### config.mk
export PLATFORM = sky130hd
export DESIGN_NAME = pipe_stage_buf_flat
export DESIGN_NICKNAME = d
export VERILOG_FILES = /design/src/rtl/pipe_stage_buf_pkg.sv /design/src/rtl/pipe_stage_buf_if.sv /design/src/rtl/pipe_stage_buf_perf_cnt.sv /design/src/rtl/pipe_stage_buf.sv /design/src/flat_wrapper.sv
export SDC_FILE = /design/constraint.sdc
export NUM_CORES = 1
export LEC_CHECK = 0
export ABC_AREA = 1
export BUFFER_PORTS_ARGS = -buffer_cell sky130_fd_sc_hd__buf_4
export CAP_MARGIN = 20
export CORE_MARGIN = 3
export CORE_UTILIZATION = 35
export CTS_BUF_LIST = sky130_fd_sc_hd__clkbuf_16
export DETAILED_ROUTE_END_ITERATION = 7
export HOLD_SLACK_MARGIN = 0.06
export SLEW_MARGIN = 10
export SYNTH_ARGS = -nofsm -noshare
export SYNTH_HDL_FRONTEND = slang
export SYNTH_HIERARCHICAL = 1
export SYNTH_SLANG_ARGS = --single-unit
### constraint.sdc
create_clock -name clk -period 15.95 [get_ports clk]
set_clock_uncertainty 0.05 [all_clocks]
set_input_delay 3.19 -clock clk [delete_from_list [all_inputs] [get_ports clk]]
set_output_delay 3.19 -clock clk [all_outputs]
set_load 0.02 [all_outputs]
### src/rtl/pipe_stage_buf_pkg.sv
// Shared types and default sizes for the pipeline stage buffer and its users.
// Latency: n/a (types and constants only).
// Backpressure: n/a.
package pipe_stage_buf_pkg;

  // Occupancy of one stage: no entry, head only, head plus skid entry.
  typedef enum logic [1:0] {
    EMPTY = 2'd0,
    FULL1 = 2'd1,
    FULL2 = 2'd2
  } occ_e;

  // Default payload and counter widths shared by the decoder and all stages.
  localparam int DEF_DATA_W = 128;
  localparam int DEF_CTRL_W = 16;
  localparam int DEF_CNT_W  = 32;

endpackage

### src/rtl/pipe_stage_buf_if.sv
// Valid/ready bus carrying one instruction's data and control payload.
// Latency: n/a (wires only).
// Backpressure: ready from the receiver; the sender holds valid/data/ctrl until ready.
// Signals: valid, ready, data[DATA_W], ctrl[CTRL_W].
// Modports: master (sender side), slave (receiver side).
interface pipe_stage_buf_if
  import pipe_stage_buf_pkg::*;
#(
  parameter int DATA_W = DEF_DATA_W,
  parameter int CTRL_W = DEF_CTRL_W
);
  logic              valid;
  logic              ready;
  logic [DATA_W-1:0] data;
  logic [CTRL_W-1:0] ctrl;

  modport master (output valid, output data, output ctrl, input ready);
  modport slave  (input valid, input data, input ctrl, output ready);
endinterface

### src/rtl/pipe_stage_buf_perf_cnt.sv
// Saturating event counter: increments by one per cycle while inc=1, sticks at all-ones.
// Latency: count reflects an increment one cycle after inc.
// Backpressure: none.
// Ports: clk, rst (async, active-high), inc, cnt[CNT_W].
// Only built when PIPE_STAGE_PERF_EN is defined.
`ifdef PIPE_STAGE_PERF_EN
module pipe_stage_buf_perf_cnt #(
  parameter int CNT_W = 32
) (
  input  logic             clk,
  input  logic             rst,
  input  logic             inc,
  output logic [CNT_W-1:0] cnt
);
  localparam logic [CNT_W-1:0] ONE = {{(CNT_W-1){1'b0}}, 1'b1};

  always_ff @(posedge clk or posedge rst) begin
    if (rst) begin
      cnt <= '0;
    end else if (inc && (cnt != '1)) begin
      cnt <= cnt + ONE;
    end
  end
endmodule
`endif

### src/rtl/pipe_stage_buf.sv
// Pipeline stage register with 2-entry skid buffer; flush kills all held entries.
// Latency: 1 cycle from in-side transfer to out-side presentation.
// Backpressure: in_if.ready is registered and drops only when both entries are occupied.
// Ports: clk, rst (async, active-high), flush, in_if (slave), out_if (master),
//        stall_cnt/flush_cnt (perf counters; tied to 0 unless PIPE_STAGE_PERF_EN is defined).
module pipe_stage_buf
  import pipe_stage_buf_pkg::*;
#(
  parameter int                DATA_W   = DEF_DATA_W,
  parameter int                CTRL_W   = DEF_CTRL_W,
  parameter logic [CTRL_W-1:0] CTRL_NOP = '0,
  parameter int                CNT_W    = DEF_CNT_W
) (
  input  logic                  clk,
  input  logic                  rst,
  input  logic                  flush,
  pipe_stage_buf_if.slave       in_if,
  pipe_stage_buf_if.master      out_if,
  output logic [CNT_W-1:0]      stall_cnt,
  output logic [CNT_W-1:0]      flush_cnt
);

  occ_e              state;
  logic              in_rdy_q;
  logic              out_vld_q;
  logic [DATA_W-1:0] main_data, skid_data;
  logic [CTRL_W-1:0] main_ctrl, skid_ctrl;

  logic in_xfer, out_xfer;
  assign in_xfer  = in_if.valid & in_rdy_q;
  assign out_xfer = out_vld_q & out_if.ready;

  assign in_if.ready  = in_rdy_q;
  assign out_if.valid = out_vld_q;
  assign out_if.data  = main_data;
  assign out_if.ctrl  = main_ctrl;

  // Occupancy FSM. in_rdy_q/out_vld_q are updated alongside the next state so both
  // handshake outputs come straight from flops. Data regs only load on a transfer;
  // ctrl regs are forced to CTRL_NOP whenever their entry empties, so out_ctrl is
  // CTRL_NOP whenever the stage holds a bubble.
  always_ff @(posedge clk or posedge rst) begin
    if (rst) begin
      state     <= EMPTY;
      in_rdy_q  <= 1'b1;
      out_vld_q <= 1'b0;
      main_data <= '0;
      main_ctrl <= CTRL_NOP;
      skid_data <= '0;
      skid_ctrl <= CTRL_NOP;
    end else if (flush) begin
      // Any same-cycle in-side transfer is discarded; a same-cycle out-side
      // transfer has already been taken by the downstream stage.
      state     <= EMPTY;
      in_rdy_q  <= 1'b1;
      out_vld_q <= 1'b0;
      main_ctrl <= CTRL_NOP;
      skid_ctrl <= CTRL_NOP;
    end else begin
      case (state)
        EMPTY: begin
          if (in_xfer) begin
            main_data <= in_if.data;
            main_ctrl <= in_if.ctrl;
            out_vld_q <= 1'b1;
            state     <= FULL1;
          end
        end
        FULL1: begin
          if (in_xfer && out_xfer) begin
            main_data <= in_if.data;
            main_ctrl <= in_if.ctrl;
          end else if (in_xfer) begin
            skid_data <= in_if.data;
            skid_ctrl <= in_if.ctrl;
            in_rdy_q  <= 1'b0;
            state     <= FULL2;
          end else if (out_xfer) begin
            main_ctrl <= CTRL_NOP;
            out_vld_q <= 1'b0;
            state     <= EMPTY;
          end
        end
        FULL2: begin
          // in_rdy_q is low here, so only the out side can move.
          if (out_xfer) begin
            main_data <= skid_data;
            main_ctrl <= skid_ctrl;
            skid_ctrl <= CTRL_NOP;
            in_rdy_q  <= 1'b1;
            state     <= FULL1;
          end
        end
        default: begin
          state     <= EMPTY;
          in_rdy_q  <= 1'b1;
          out_vld_q <= 1'b0;
          main_ctrl <= CTRL_NOP;
          skid_ctrl <= CTRL_NOP;
        end
      endcase
    end
  end

`ifdef PIPE_STAGE_PERF_EN
  logic stall_inc, flush_kill;
  assign stall_inc  = out_vld_q & ~out_if.ready;
  // A flush kills something unless the only held entry leaves downstream that cycle.
  assign flush_kill = flush & ((state == FULL2) | ((state == FULL1) & ~out_if.ready));

  pipe_stage_buf_perf_cnt #(.CNT_W(CNT_W)) u_stall_cnt (
    .clk (clk),
    .rst (rst),
    .inc (stall_inc),
    .cnt (stall_cnt)
  );

  pipe_stage_buf_perf_cnt #(.CNT_W(CNT_W)) u_flush_cnt (
    .clk (clk),
    .rst (rst),
    .inc (flush_kill),
    .cnt (flush_cnt)
  );
`else
  assign stall_cnt = '0;
  assign flush_cnt = '0;
`endif

endmodule
### src/flat_wrapper.sv
// flat-port wrapper written by rule: the top's interface ports become plain ports
module pipe_stage_buf_flat import pipe_stage_buf_pkg::*;
#(
  parameter int                DATA_W   = DEF_DATA_W,
  parameter int                CTRL_W   = DEF_CTRL_W,
  parameter logic [CTRL_W-1:0] CTRL_NOP = '0,
  parameter int                CNT_W    = DEF_CNT_W
)
  (clk, rst, flush, stall_cnt, flush_cnt, in_if_valid, in_if_data, in_if_ctrl, in_if_ready, out_if_valid, out_if_data, out_if_ctrl, out_if_ready);
  pipe_stage_buf_if #(.DATA_W(DATA_W), .CTRL_W(CTRL_W)) in_if_i ();
  pipe_stage_buf_if #(.DATA_W(DATA_W), .CTRL_W(CTRL_W)) out_if_i ();
  input  logic clk;
  input  logic rst;
  input  logic flush;
  output logic [CNT_W-1:0] stall_cnt;
  output logic [CNT_W-1:0] flush_cnt;
  input wire logic [$bits(in_if_i.valid)-1:0] in_if_valid;
  input wire logic [$bits(in_if_i.data)-1:0] in_if_data;
  input wire logic [$bits(in_if_i.ctrl)-1:0] in_if_ctrl;
  output wire logic [$bits(in_if_i.ready)-1:0] in_if_ready;
  output wire logic [$bits(out_if_i.valid)-1:0] out_if_valid;
  output wire logic [$bits(out_if_i.data)-1:0] out_if_data;
  output wire logic [$bits(out_if_i.ctrl)-1:0] out_if_ctrl;
  input wire logic [$bits(out_if_i.ready)-1:0] out_if_ready;
  assign in_if_i.valid = in_if_valid;
  assign in_if_i.data = in_if_data;
  assign in_if_i.ctrl = in_if_ctrl;
  assign in_if_ready = in_if_i.ready;
  assign out_if_valid = out_if_i.valid;
  assign out_if_data = out_if_i.data;
  assign out_if_ctrl = out_if_i.ctrl;
  assign out_if_i.ready = out_if_ready;
  pipe_stage_buf #(.DATA_W(DATA_W), .CTRL_W(CTRL_W), .CTRL_NOP(CTRL_NOP), .CNT_W(CNT_W)) u_core (.clk(clk), .rst(rst), .flush(flush), .in_if(in_if_i), .out_if(out_if_i), .stall_cnt(stall_cnt), .flush_cnt(flush_cnt));
endmodule
==> Word level (Yosys, flattened, before mapping) <==
Index checks and enable logic that the tools add are counted.
{ "totals": {"latchBits": 0, "out_inout_bits": 210, "ff_bits": 292, "n_memories": 0, "mem_bits_ro": 0, "mem_bits_rw": 0, "elab_cells": 68, "inputBits": 149} }
{ "classes": {"mul": 0, "add_sub_neg": 0, "bitwise_logic": 4, "muxes": 32, "n_shift": 0, "n_lt_le_gt_ge": 0, "reduce_logical": 9, "n_eq_ne": 16, "div": 0} }
{ "ops": {"columns": ["operator", "count"], "rows": [
  ["128-bit 2-to-1 mux", 3],
  ["128-bit one-hot mux with 3 select lines", 1],
  ["16-bit 2-to-1 mux", 8],
  ["16-bit one-hot mux with 3 select lines", 2],
  ["4-bit AND reduction", 4],
  ["2-bit 2-to-1 mux", 6],
  ["3-bit by 2-bit inequality test with 1-bit output (second input constant)", 4],
  ["5-bit AND reduction", 2],
  ["1-bit 2-to-1 mux", 9],
  ["4-bit by 2-bit inequality test with 1-bit output (second input constant)", 2],
  ["2-bit by 1-bit inequality test with 1-bit output (second input constant)", 3],
  ["3-bit inequality test (second input constant)", 2],
  ["1-bit one-hot mux with 3 select lines", 2],
  ["2-bit one-hot mux with 3 select lines", 1],
  ["2-bit inequality test (second input constant)", 2],
  ["4-bit inequality test (second input constant)", 1],
  ["3-bit nonzero test", 1],
  ["1-bit AND", 2],
  ["2-bit by 1-bit equality test with 1-bit output (second input constant)", 1],
  ["2-bit equality test (second input constant)", 1],
  ["2-bit zero test", 1],
  ["1-bit NOT", 2],
  ["1-bit logical AND", 1]
]} }

==> Logic depth before layout (Yosys ltp) <==
Gate-level depths: netlist of run 1.
{ "depth": {"depth_word": 6, "mapped_depth": 9, "mapped_depth_nobuf": 7} }

==> Worst setup path after synthesis of run 1 <==
No wires, ideal clock.
{ "synth_path": {"kind": "input port to flip-flop", "from": "in out_if_ready", "to": "reg u_core.skid_data[122]", "slack_ps": 11619, "n_path_buf": 2, "arrival_time_ps": 4164, "t_required_ps": 15783, "setup_ps": 117, "stages": 8, "cell_sequence": "nand2_1 nand3_2 nor2_4 inv_2 buf_6 buf_2 nand2_1 o21ai_2"} }
{ "synth_between": {"elab_chain_cells": 4} }
{ "synth_lines": {"columns": ["element", "line", "source"], "rows": [
  ["from (decl)", "flat_wrapper.sv:24", "input wire logic [$bits(out_if_i.ready)-1:0] out_if_ready;"],
  ["1-bit AND", "pipe_stage_buf.sv:31", "assign out_xfer = out_vld_q & out_if.ready;"],
  ["1-bit logical AND", "pipe_stage_buf.sv:70", "if (in_xfer && out_xfer) begin"],
  ["1-bit NOT (no line)", null, null],
  ["4-bit AND reduction (no line)", null, null],
  ["to (signal assigned)", "pipe_stage_buf.sv:74", "skid_data <= in_if.data;"],
  ["to (decl)", "pipe_stage_buf.sv:26", "logic [DATA_W-1:0] main_data, skid_data;"]
]} }
Every way passes these cells.
A chain may end at the register's enable or synchronous reset.

==> Worst setup path in the final report of run 1 <==
{ "layout_path": {"from": "in out_if_ready", "to": "reg u_core.main_data[112], in the netlist u_core/out_if.data[112]"} }
{ "layout_between": {"elab_chain_cells": 4, "elab_cells_between_ends": 5, "classes_between": "2 x eq/ne; 1 x bitwise; 2 x reduce/logical"} }
{ "layout_lines": {"columns": ["element", "line", "source"], "rows": [
  ["1-bit AND *", "pipe_stage_buf.sv:31", null],
  ["1-bit logical AND", "pipe_stage_buf.sv:70", null],
  ["2-bit by 1-bit inequality test with 1-bit output (no line)", null, null],
  ["5-bit AND reduction (no line) *", null, null],
  ["to (signal assigned)", "pipe_stage_buf.sv:63", "main_data <= in_if.data;"],
  ["to (signal assigned)", "pipe_stage_buf.sv:71", "main_data <= in_if.data;"],
  ["to (signal assigned)", "pipe_stage_buf.sv:87", "main_data <= skid_data;"],
  ["to (decl)", "pipe_stage_buf.sv:26", null]
]} }
Every way passes the cells marked *; elsewhere a longest branch is shown, timed or not.

==> metrics.md, run 1 <==
| Metric | Value |
|---|---|
| Min setup slack post-route | `roughly 11 ns` |
| Syn Std Cell Area | `roughly 0.013 sq mm` |
| Clock Root Buffer | `clkbuf_16` |
| Pre-CTS setup slack | `around 10 ns` |
| CP cell instances | `buf_4 > nand2_1 > nand2_1 > nand2_1 > nand2_1 > nand2_8 > buf_4 > o21ai_0` |
| CTS sink cnt | `between 200 and 300` |
| Final setup viols | `0` |
| Wire per inst | `~14 microns` |
| Placer congestion estimate | `approximately 0.8` |
| Status | `completed` |
| Vias in the first global route | `9883` |
| Max Clock Freq | `between 0.15 and 0.2 GHz` |
| Vias | `about 11000` |
| Post-synth top cells | `nand2_1, dfrtp_1, o21ai_0, o21ai_1, inv_1` |
| Min Hold Slack | `0.423 ns` |
| Grt ovf | `0` |
| Setup Buffers After CTS | `0` |
| Final nets | `~2000` |
| Total leakage power | `8.87 nW` |
| Share of the synthesized area in the top cell type | `a little under three fifths` |
| Hold Path Depth | `2` |
| R2r startpoint | `u_core/state[0]` |
| Largest net degree at the start of global routing | `172` |
| CTS hold repair buffers | `0` |
| Fin. max-slew vios | `0` |
| Register area share after synthesis | `~55%` |
| Clock power frac | `a little under a quarter` |
| Tightest Pin Transition | `~1.0 ns` |
| Core area | `approximately 0.037 sq mm` |
| CTS H-tree depth | `2` |
| Post-DP HPWL | `about 21000 microns` |
| RSZ-0062 raised after global routing | `no` |
| Post-route DRC | `0` |
| CP Launch Type | `input port` |
| Largest stage delay on the critical path | `0.76 ns` |
| CP dominant cell by count | `nand2_1` |
| Worst Path Required | `approximately 16 ns` |
| Area of the multi-input gates | `0.00453 sq mm` |
| Max-slew headroom | `a little under a third` |
| Area contributors post-synth | `dfrtp_1, nand2_1, o21ai_0` |
| Peak VDD IR | `90.7 uV` |
| PortBufs | `a little under 300` |
| Worst-Skew Late Latency | `around 0.50 ns` |
| Post-cts repair resize count | `0` |
| Number of synthesized flops with an enable pin | `0` |
| Finished Cell Area | `0.0163 sq mm` |
| Worst Hold Endpoint | `u_core/skid_ctrl[10]` |
| Site Rows | `70` |
| Worst path top cell family by delay | `simple AND/OR/NAND/NOR gates` |
| Buf/Inv on CP | `2` |
| Storage element area | `roughly 0.0073 sq mm` |
| Post-synth cell types | `25` |
| Share of flip-flops with an asynchronous set or reset after synthesis | `100%` |
| Hold Crit Start | `u_core/skid_ctrl[10]` |
| Pint | `between 1.5 and 2 mW` |
| Yosys warns | `6` |
| Total power | `around 3.1 mW` |
| Crit-path slowest cell | `buf_4` |
| Top Ports | `around 360` |
| Die area | `around 0.04 sq mm` |
| Post-route insts no fill | `approximately 2300` |
| Starting Density | `between 30% and 40%` |
| Crit path DAT | `approximately 5.7 ns` |
| CP Max Fanout | `171` |
| Layout cells sized above 1 | `between 20% and 30%` |
| Cell Pwr Density | `189 mW/mm^2` |
| Prevailing post-synth register cell | `dfrtp_1` |
| CTS tree | `done` |
| Vias per cell | `4.54` |
| Avg Cell Area, Syn | `between 8 and 9 sq um` |
| Cell accounting for the most synthesized area | `dfrtp_1` |
| Hold crit path type | `reg2reg` |
| Initial antenna violation count | `1` |
| Sequential power share | `41.9%` |
| Comb power frac | `34.4%` |
| Sw power | `between 1 and 1.5 mW` |
| Max Cap Viol | `0` |
| CTS Buf Count | `35` |
| Number of synthesized register bits | `between 200 and 300` |
| Sw Share | `approximately 37%` |
| Clock tree buffer depth | `3` |
| Worst Setup End Kind | `register` |
| GR Util All Layers | `between 15 and 20%` |
| Final Util | `44.3%` |
| Post-Route WL | `about 33000 microns` |
| Routed Antenna Nets | `0` |
| Final critical-path share of the clock period | `between 30% and 40%` |
| Setup CP Type | `in2reg` |
| Cells after Synth | `1555` |
| Final hold viol count | `0` |
| Die height | `between 200 and 250 microns` |
| Placed insts | `between 2000 and 2500` |
| Initial DRC Count | `approximately 610` |
| Most frequent cell after synthesis | `nand2_1` |
| Ant diodes | `0` |
| FF-to-FF path depth | `6` |
| Clock slew at reported path FFs | `approximately 0.06 ns` |
| R2R setup slack | `about 13 ns` |
| Capture point of the worst reg-to-reg path | `u_core/out_if.data[84]` |
| Fill count | `3636` |
| Placement Cell Area | `~0.015 sq mm` |
| TNS Setup | `0 ns` |
| Global-route wire length before repair | `approximately 53000 microns` |
| Die width | `between 200 and 250 microns` |
| Layout Area Growth over Synthesis | `23.7%` |
| Final critical-path required period | `around 5.4 ns` |
| Drt pass-1 iters | `5` |
## power groups by stage
| stage | combinational [mW] | clock, mW | sequential [mW] |
|---|---|---|---|
| final | 1.06 | 0.733 | 1.29 |
| after global routing | 1.18 | 0.795 | 1.34 |
| after CTS | 1.08 | 0.760 | 1.30 |
| after detailed placement | 1.08 | 0 | 1.30 |
| after global placement | 1.05 | 0 | 1.30 |
| after floorplan | 0.456 | 0 | 1.47 |
## how the worst max path moves through the flow
stage / cells past startpoint / end / slack (ns) / startpoint
3_5_place_dp: 8 / u_core/skid_data[125] / 10.07 / out_if_ready
6_report: 8 / u_core/out_if.data[112] / 10.57 / out_if_ready
4_1_cts: 8 / u_core/skid_data[125] / 10.58 / out_if_ready
3_3_place_gp: 8 / u_core/skid_data[125] / 10.14 / out_if_ready
2_1_floorplan: 1 / u_core/out_if.ctrl[0] / 4.65 / rst
5_1_grt: 8 / u_core/out_if.data[115] / 10.36 / out_if_ready
## flip-flops by register name, indices dropped and copies added, names as in the netlist
name                 flops
u_core/out_if.data     128
u_core/state             2
u_core/skid_data       128
u_core/skid_ctrl        16
u_core/out_if.valid      1
u_core/in_if.ready       1
u_core/out_if.ctrl      16
## kinds of logic (layout without fill, tap and decap cells)
logic type | after synthesis | count (layout) | synth area share (%)
buf+inv | 296 | 501 | 12.3
compound gates | 388 | 388 | 15.1
other cells | 1 | 64 | 0.0284
simple gates | 578 | 578 | 17.3
flops | 292 | 292 | 55.3
## area by class of cell
| type | instances | share of cell area (%) |
|---|---|---|
| tap | 504 | 3.86 |
| multi-input combinational | 1030 | 27.7 |
| timing repair buffer | 300 | 13.9 |
| clock buffer | 37 | 5.66 |
| sequential | 292 | 44.7 |
| inverter | 139 | 3.31 |
| clock inverter | 25 | 0.819 |
## worst register-to-register path, cell delays in order (launching register included)
cell and delay [ns]:
dfrtp_1 0.62, nor2_8 0.15, inv_6 0.65, buf_4 0.96, nand2_1 0.18, o21ai_0 0.12
o21ai_0 0.11
## layout by cell type, fill, tap and decap left out, types with 2 or more instances in the layout
cell type,count
buf_12,2
buf_4,298
clkbuf_16,37
clkinv_1,8
clkinv_2,4
conb_1,64
dfrtp_1,291
inv_1,145
inv_8,2
nand2_1,528
nand3_1,35
nand3_2,2
nand4_1,2
nor2_1,3
nor2_2,2
nor2_4,3
o21ai_0,202
o21ai_1,171
o21ai_2,14
## metal layers
layer,wire length (microns),vias to the layer above,GRT usage [%]
li1,-,5317,-
met1,14900,4890,22.1
met2,15100,300,25.0
met3,1900,54,3.30
met4,774,2,4.59
met5,13,-,0
(Power assumes the default switching activity.)
==> run 2: changes to the inputs <==
==> constraint.sdc (replaced) <==
create_clock -name clk -period 5.6 [get_ports clk]
set_clock_uncertainty 0.05 [all_clocks]
set_input_delay 1.12 -clock clk [delete_from_list [all_inputs] [get_ports clk]]
set_output_delay 1.12 -clock clk [all_outputs]
set_load 0.02 [all_outputs]
==> run 2 against run 1 <==
Flip-flop and latch count unchanged; final cell count about the same; sequential power increased to 2.9 times the previous value; global-route usage increased by 0.38 points; routed wire length increased by 0.94%; clock power increased to 2.9 times the previous value; worst hold slack about the same; first-iteration DRC count decreased by 6.3%; non-clock buffer count increased by 3; count of clock-buffer cells in the layout unchanged; via count about the same; worst setup slack got worse by 8.2 ns; critical endpoint is now u_core/skid_data[37]; largest cell class unchanged.
==> metrics.md, run 2 (synthesis results as in run 1) <==
| Metric | Value |
|---|---|
| CP Max Fanout | `169` |
| Levels on crit path | `8` |
| Crit path DAT | `approximately 3.6 ns` |
| Setup CP Type | `in2reg` |
| Clock slew at reported path FFs | `roughly 0.06 ns` |
| Vias | `10600` |
| Post-route DRC | `0` |
| Post-DP HPWL | `~22000 microns` |
| Placer congestion estimate | `between 0.8 and 0.9` |
| Post-Route WL | `about 33000 microns` |
| Die area | `roughly 0.04 sq mm` |
| Top Ports | `roughly 360` |
| Initial DRC Count | `about 570` |
| Tightest Pin Transition | `roughly 1.0 ns` |
| Min setup slack post-route | `approximately 2.3 ns` |
| Die width | `between 200 and 250 microns` |
| Clock tree buffer depth | `3` |
| Worst path top cell family by delay | `simple AND/OR/NAND/NOR gates` |
| CTS hold repair buffers | `0` |
| Cell Pwr Density | `539 mW/mm^2` |
| Post-route insts no fill | `roughly 2300` |
| Max-slew headroom | `~31%` |
| Vias in the first global route | `about 10000` |
| Wire per inst | `14.2 microns` |
| Commonest cells after routing, fill and taps aside | `nand2_1, buf_4, dfrtp_1` |
| Total leakage power | `roughly 8.9 nW` |
| Finished Cell Area | `0.0164 sq mm` |
| RSZ-0062 raised after global routing | `no` |
| Total power | `~8.9 mW` |
| Met3 wire len | `~2100 microns` |
| Pre-CTS setup slack | `around 1.9 ns` |
| Core area | `0.0369 sq mm` |
| CTS H-tree depth | `2` |
| Die height | `~200 microns` |
| CTS sink cnt | `about 290` |
| Starting Density | `around 36%` |
| Largest stage delay on the critical path | `~0.58 ns` |
| Worst Path Required | `5.89 ns` |
| Status | `completed` |
| Peak VDD IR | `248 uV` |
| Global-route wire length before repair | `54600 microns` |
| Placement Cell Area | `about 0.015 sq mm` |
| Max Clock Freq | `about 0.31 GHz` |
| Site Rows | `70` |
| CP cell instances | `buf_4 > nand2_1 > nand3_2 > nor2_4 > inv_8 > buf_4 > nand2_1 > o21ai_0` |
| Max Used Layer | `met5` |
| M1 wire length | `~15000 microns` |
| Setup Buffers After CTS | `0` |
| Worst-Skew Late Latency | `approximately 0.50 ns` |
| Crit path to | `u_core/skid_data[37]` |
| Buf/Inv on CP | `3` |
| Metal2 WL | `between 15000 and 20000 microns` |
| Final critical-path share of the clock period | `roughly three fifths` |
| Hold crit path type | `reg2reg` |
| Grt ovf | `0` |
| TNS Setup | `0 ns` |
| Drt pass-1 iters | `5` |
| Final hold viol count | `0` |
| Final setup viols | `0` |
| Post-cts repair resize count | `0` |
| CP Launch Point | `out_if_ready` |
| CP Launch Type | `input port` |
| Vias per cell | `about 4.5` |
| Layout cells sized above 1 | `20.9%` |
| CTS Buf Count | `34` |
| Clock Root Buffer | `clkbuf_16` |
| Initial antenna violation count | `2` |
| Worst Setup End Kind | `register` |
| R2r startpoint | `u_core/out_if.valid` |
| Fin. max-slew vios | `0` |
| FF-to-FF path depth | `6` |
| Max Cap Viol | `0` |
| Routed Antenna Nets | `0` |
| Largest net degree at the start of global routing | `between 150 and 200` |
| Capture point of the worst reg-to-reg path | `u_core/skid_data[41]` |
| GR Util All Layers | `~16%` |
| R2R setup slack | `~2.6 ns` |
| CTS tree | `done` |
| Min Hold Slack | `0.422 ns` |
| Most common cell after layout, fill and taps aside | `nand2_1` |
| Layout Area Growth over Synthesis | `24.3%` |
| Placed insts | `approximately 2300` |
| PortBufs | `~300` |
| Crit-path slowest cell | `buf_4` |
| Final critical-path required period | `~3.3 ns` |
| Final Util | `around 45%` |
| Final nets | `just under 2000` |
-- run 2: how the worst min path moves through the flow --
stage                                     from                   end  slack, ns  cells after the start
after floorplan            u_core/skid_ctrl[0]   u_core/skid_ctrl[0]       0.39                      2
after global placement     u_core/skid_ctrl[5]   u_core/skid_ctrl[5]       0.40                      2
after detailed placement  u_core/skid_ctrl[14]  u_core/skid_ctrl[14]       0.41                      2
after CTS                  u_core/skid_ctrl[1]   u_core/skid_ctrl[1]       0.42                      2
after global routing      u_core/skid_ctrl[10]  u_core/skid_ctrl[10]       0.44                      2
final                     u_core/skid_ctrl[14]  u_core/skid_ctrl[14]       0.42                      2
-- run 2: per-layer routing --
metal | vias to the layer above | global-route usage (%)
met5 | - | 0
met4 | 2 | 4.42
met3 | 52 | 3.80
met2 | 323 | 26.4
met1 | 4892 | 21.8
li1 | 5298 | -
-- run 2: layout make-up --
class	instances	area, sq um
inverter	139	538
clock inverter	20	141
timing repair buffer	303	2350
multi-input combinational	1030	4530
antenna	1	2.50
tap	504	631
fill	3646	20400
clock buffer	37	926
sequential	292	7310
-- run 2: worst register-to-register path, cell delays in order, from the launching register on --
cell	delay, ns
dfrtp_1	0.37
nand2_1	0.21
nand3_2	0.21
nor2_4	0.14
inv_8	0.59
buf_4	1.01
o21ai_0	0.24
-- run 2: report_power, final --
group / internal [mW] / switching, mW
Combinational: 1.24 / 1.82
Clock: 1.27 / 0.854
Sequential: 3.11 / 0.568
==> run 3: changes to the inputs <==
==> constraint.sdc (replaced) <==
create_clock -name clk -period 2.7 [get_ports clk]
set_clock_uncertainty 0.05 [all_clocks]
set_input_delay 0.54 -clock clk [delete_from_list [all_inputs] [get_ports clk]]
set_output_delay 0.54 -clock clk [all_outputs]
set_load 0.02 [all_outputs]
==> run 3 against run 2 <==
Routed wire length is essentially flat; non-clock buffer count grew 21; highest routed layer is now met4; clock power grew 110%; critical path depth shrank 1; power grew 110%; critical endpoint is now u_core/out_if.data[37]; register-to-register slack lost 2.1 ns; combinational power grew 110%; flip-flop and latch count is the same; design area grew 1.5%; worst setup slack lost 1.8 ns; global-route usage is essentially flat; core utilization grew 0.67 points.
==> metrics.md, run 3 (synthesis results as in run 1) <==
| Metric | Value |
|---|---|
| Status | `completed` |
| Final critical-path required period | `about 2.1 ns` |
| Commonest cells after routing, fill and taps aside | `nand2_1, buf_4, dfrtp_1` |
| Worst-Skew Late Latency | `0.49 ns` |
| Final hold viol count | `0` |
| Fill count | `3629` |
| Post-Route WL | `33000 microns` |
| Layout cells sized above 1 | `between 20% and 30%` |
| Final Util | `between 40% and 50%` |
| CTS hold repair buffers | `1` |
| Layout Area Growth over Synthesis | `26.2%` |
| Worst Setup End Kind | `register` |
| RSZ-0062 raised after global routing | `no` |
| Site Rows | `70` |
| Clock Root Buffer | `clkbuf_16` |
| Crit-path slowest cell | `dfrtp_1` |
| Clock tree buffer depth | `3` |
| CTS Buf Count | `34` |
| Core area | `about 0.037 sq mm` |
| Post-route insts no fill | `2349` |
| Max Clock Freq | `roughly 0.47 GHz` |
| Min Hold Slack | `around 0.22 ns` |
| Comb power frac | `35.0%` |
| Sequential power share | `41.2%` |
| Top Ports | `about 360` |
| CTS sink cnt | `between 200 and 300` |
| CTS tree | `done` |
| Setup CP Type | `reg2reg` |
| Peak VDD IR | `437 uV` |
| Clock power frac | `roughly a quarter` |
| Final critical-path share of the clock period | `between 70 and 80%` |
| Pint | `approximately 12 mW` |
| CTS H-tree depth | `2` |
| CP Max Fanout | `65` |
| Hold crit path type | `in2reg` |
| Initial antenna violation count | `0` |
| Vias per cell | `4.51` |
| Max-slew headroom | `around 63%` |
| Die width | `between 200 and 250 microns` |
| Sw Share | `between 30% and 40%` |
| Routed Antenna Nets | `0` |
| Grt ovf | `0` |
| CP cell instances | `nor2_4 > inv_1 > o21ai_2 > nand2_8 > buf_12 > nand2_1 > o21ai_0` |
| Fin. max-slew vios | `0` |
| Placed insts | `roughly 2300` |
| Final nets | `roughly 2000` |
| Global-route wire length before repair | `54600 microns` |
| Die height | `about 200 microns` |
| Largest net degree at the start of global routing | `113` |
| Clock slew at reported path FFs | `0.06 ns` |
| Crit path DAT | `between 2 and 2.5 ns` |
| Worst Path Required | `roughly 3.0 ns` |
| Tightest Pin Transition | `roughly 0.55 ns` |
| Buf/Inv on CP | `2` |
| Largest stage delay on the critical path | `0.54 ns` |
| Wire per inst | `roughly 14 microns` |
| Die area | `0.0401 sq mm` |
| CP Launch Type | `register` |
| PortBufs | `a little under 300` |
| Setup Buffers After CTS | `0` |
| Post-route DRC | `0` |
| Starting Density | `a little over a third` |
| Most common cell after layout, fill and taps aside | `nand2_1` |
| Post-cts repair resize count | `0` |
| Post-DP HPWL | `between 20000 and 25000 microns` |
| Worst path top cell family by delay | `simple AND/OR/NAND/NOR gates` |
| Initial DRC Count | `629` |
| Vias | `~11000` |
| Placer congestion estimate | `approximately 0.84` |
| Drt pass-1 iters | `5` |
| Max Cap Viol | `0` |
| Final setup viols | `0` |
| Total leakage power | `9.04 nW` |
| Vias in the first global route | `10300` |
| Ant diodes | `0` |
| GR Util All Layers | `between 10% and 20%` |
| Cell Pwr Density | `1100 mW/mm^2` |
| Sw power | `approximately 6.7 mW` |
==> run 3: metal layers <==
metal | vias up | part of all wire (%) | track usage (%)
met4 | 0 | 3.3 | 5.42
met1 | 4896 | 45 | 21.7
li1 | 5368 | - | -
met2 | 276 | 45 | 25.9
met3 | 64 | 6.3 | 4.06
met5 | - | 0 | 0
==> run 3: power by group through the flow <==
stage                     Sequential (mW)  Combinational [mW]  Clock, mW
final                                7.59                6.44       4.38
after global routing                 7.87                7.17       4.71
after CTS                            7.60                6.55       4.52
after detailed placement             7.63                6.55          0
after global placement               7.60                6.41          0
after floorplan                      8.71                2.69          0
==> run 3: per-stage QoR <==
stage	TNS (ns)	setup WS, ns	instance area, sq um	total power [mW]
4_1_cts	0	0.621	16700	18.7
2_1_floorplan	-514.15	-1.76	13500	11.4
3_5_place_dp	0	0.512	15600	14.2
3_3_place_gp	0	0.529	15600	14.0
5_1_grt	0	0.404	16700	19.8
6_report	0	0.559	16700	18.4
==> run 3: cell type report <==
cell class,instances,area (sq um),share of cell area (%)
clock buffer,37,926,5.55
clock inverter,23,140,0.841
inverter,139,538,3.23
multi-input combinational,1030,4530,27.2
sequential,292,7310,43.8
tap,504,631,3.78
timing repair buffer,324,2600,15.6
==> run 3: worst min-delay path, stage by stage <==
cell and delay [ns]:
buf_4 0.09, nand2_1 0.04, nand2_1 0.05
==> run 3: path summary, 6_finish.rpt <==
path	from	endpoint	slack (ns)	cells past startpoint
worst min-delay path	in_if_ctrl[6]	u_core/skid_ctrl[6]	0.22	3
max in group asynchronous	rst	u_core/out_if.data[15]	1.25	4
worst max-delay path	u_core/state[0]	u_core/out_if.data[37]	0.56	7
worst min register to register	u_core/skid_ctrl[8]	u_core/skid_ctrl[8]	0.42	2
worst max register to register	u_core/state[0]	u_core/out_if.data[37]	0.56	7
min in group asynchronous	rst	u_core/out_if.valid	0.53	3
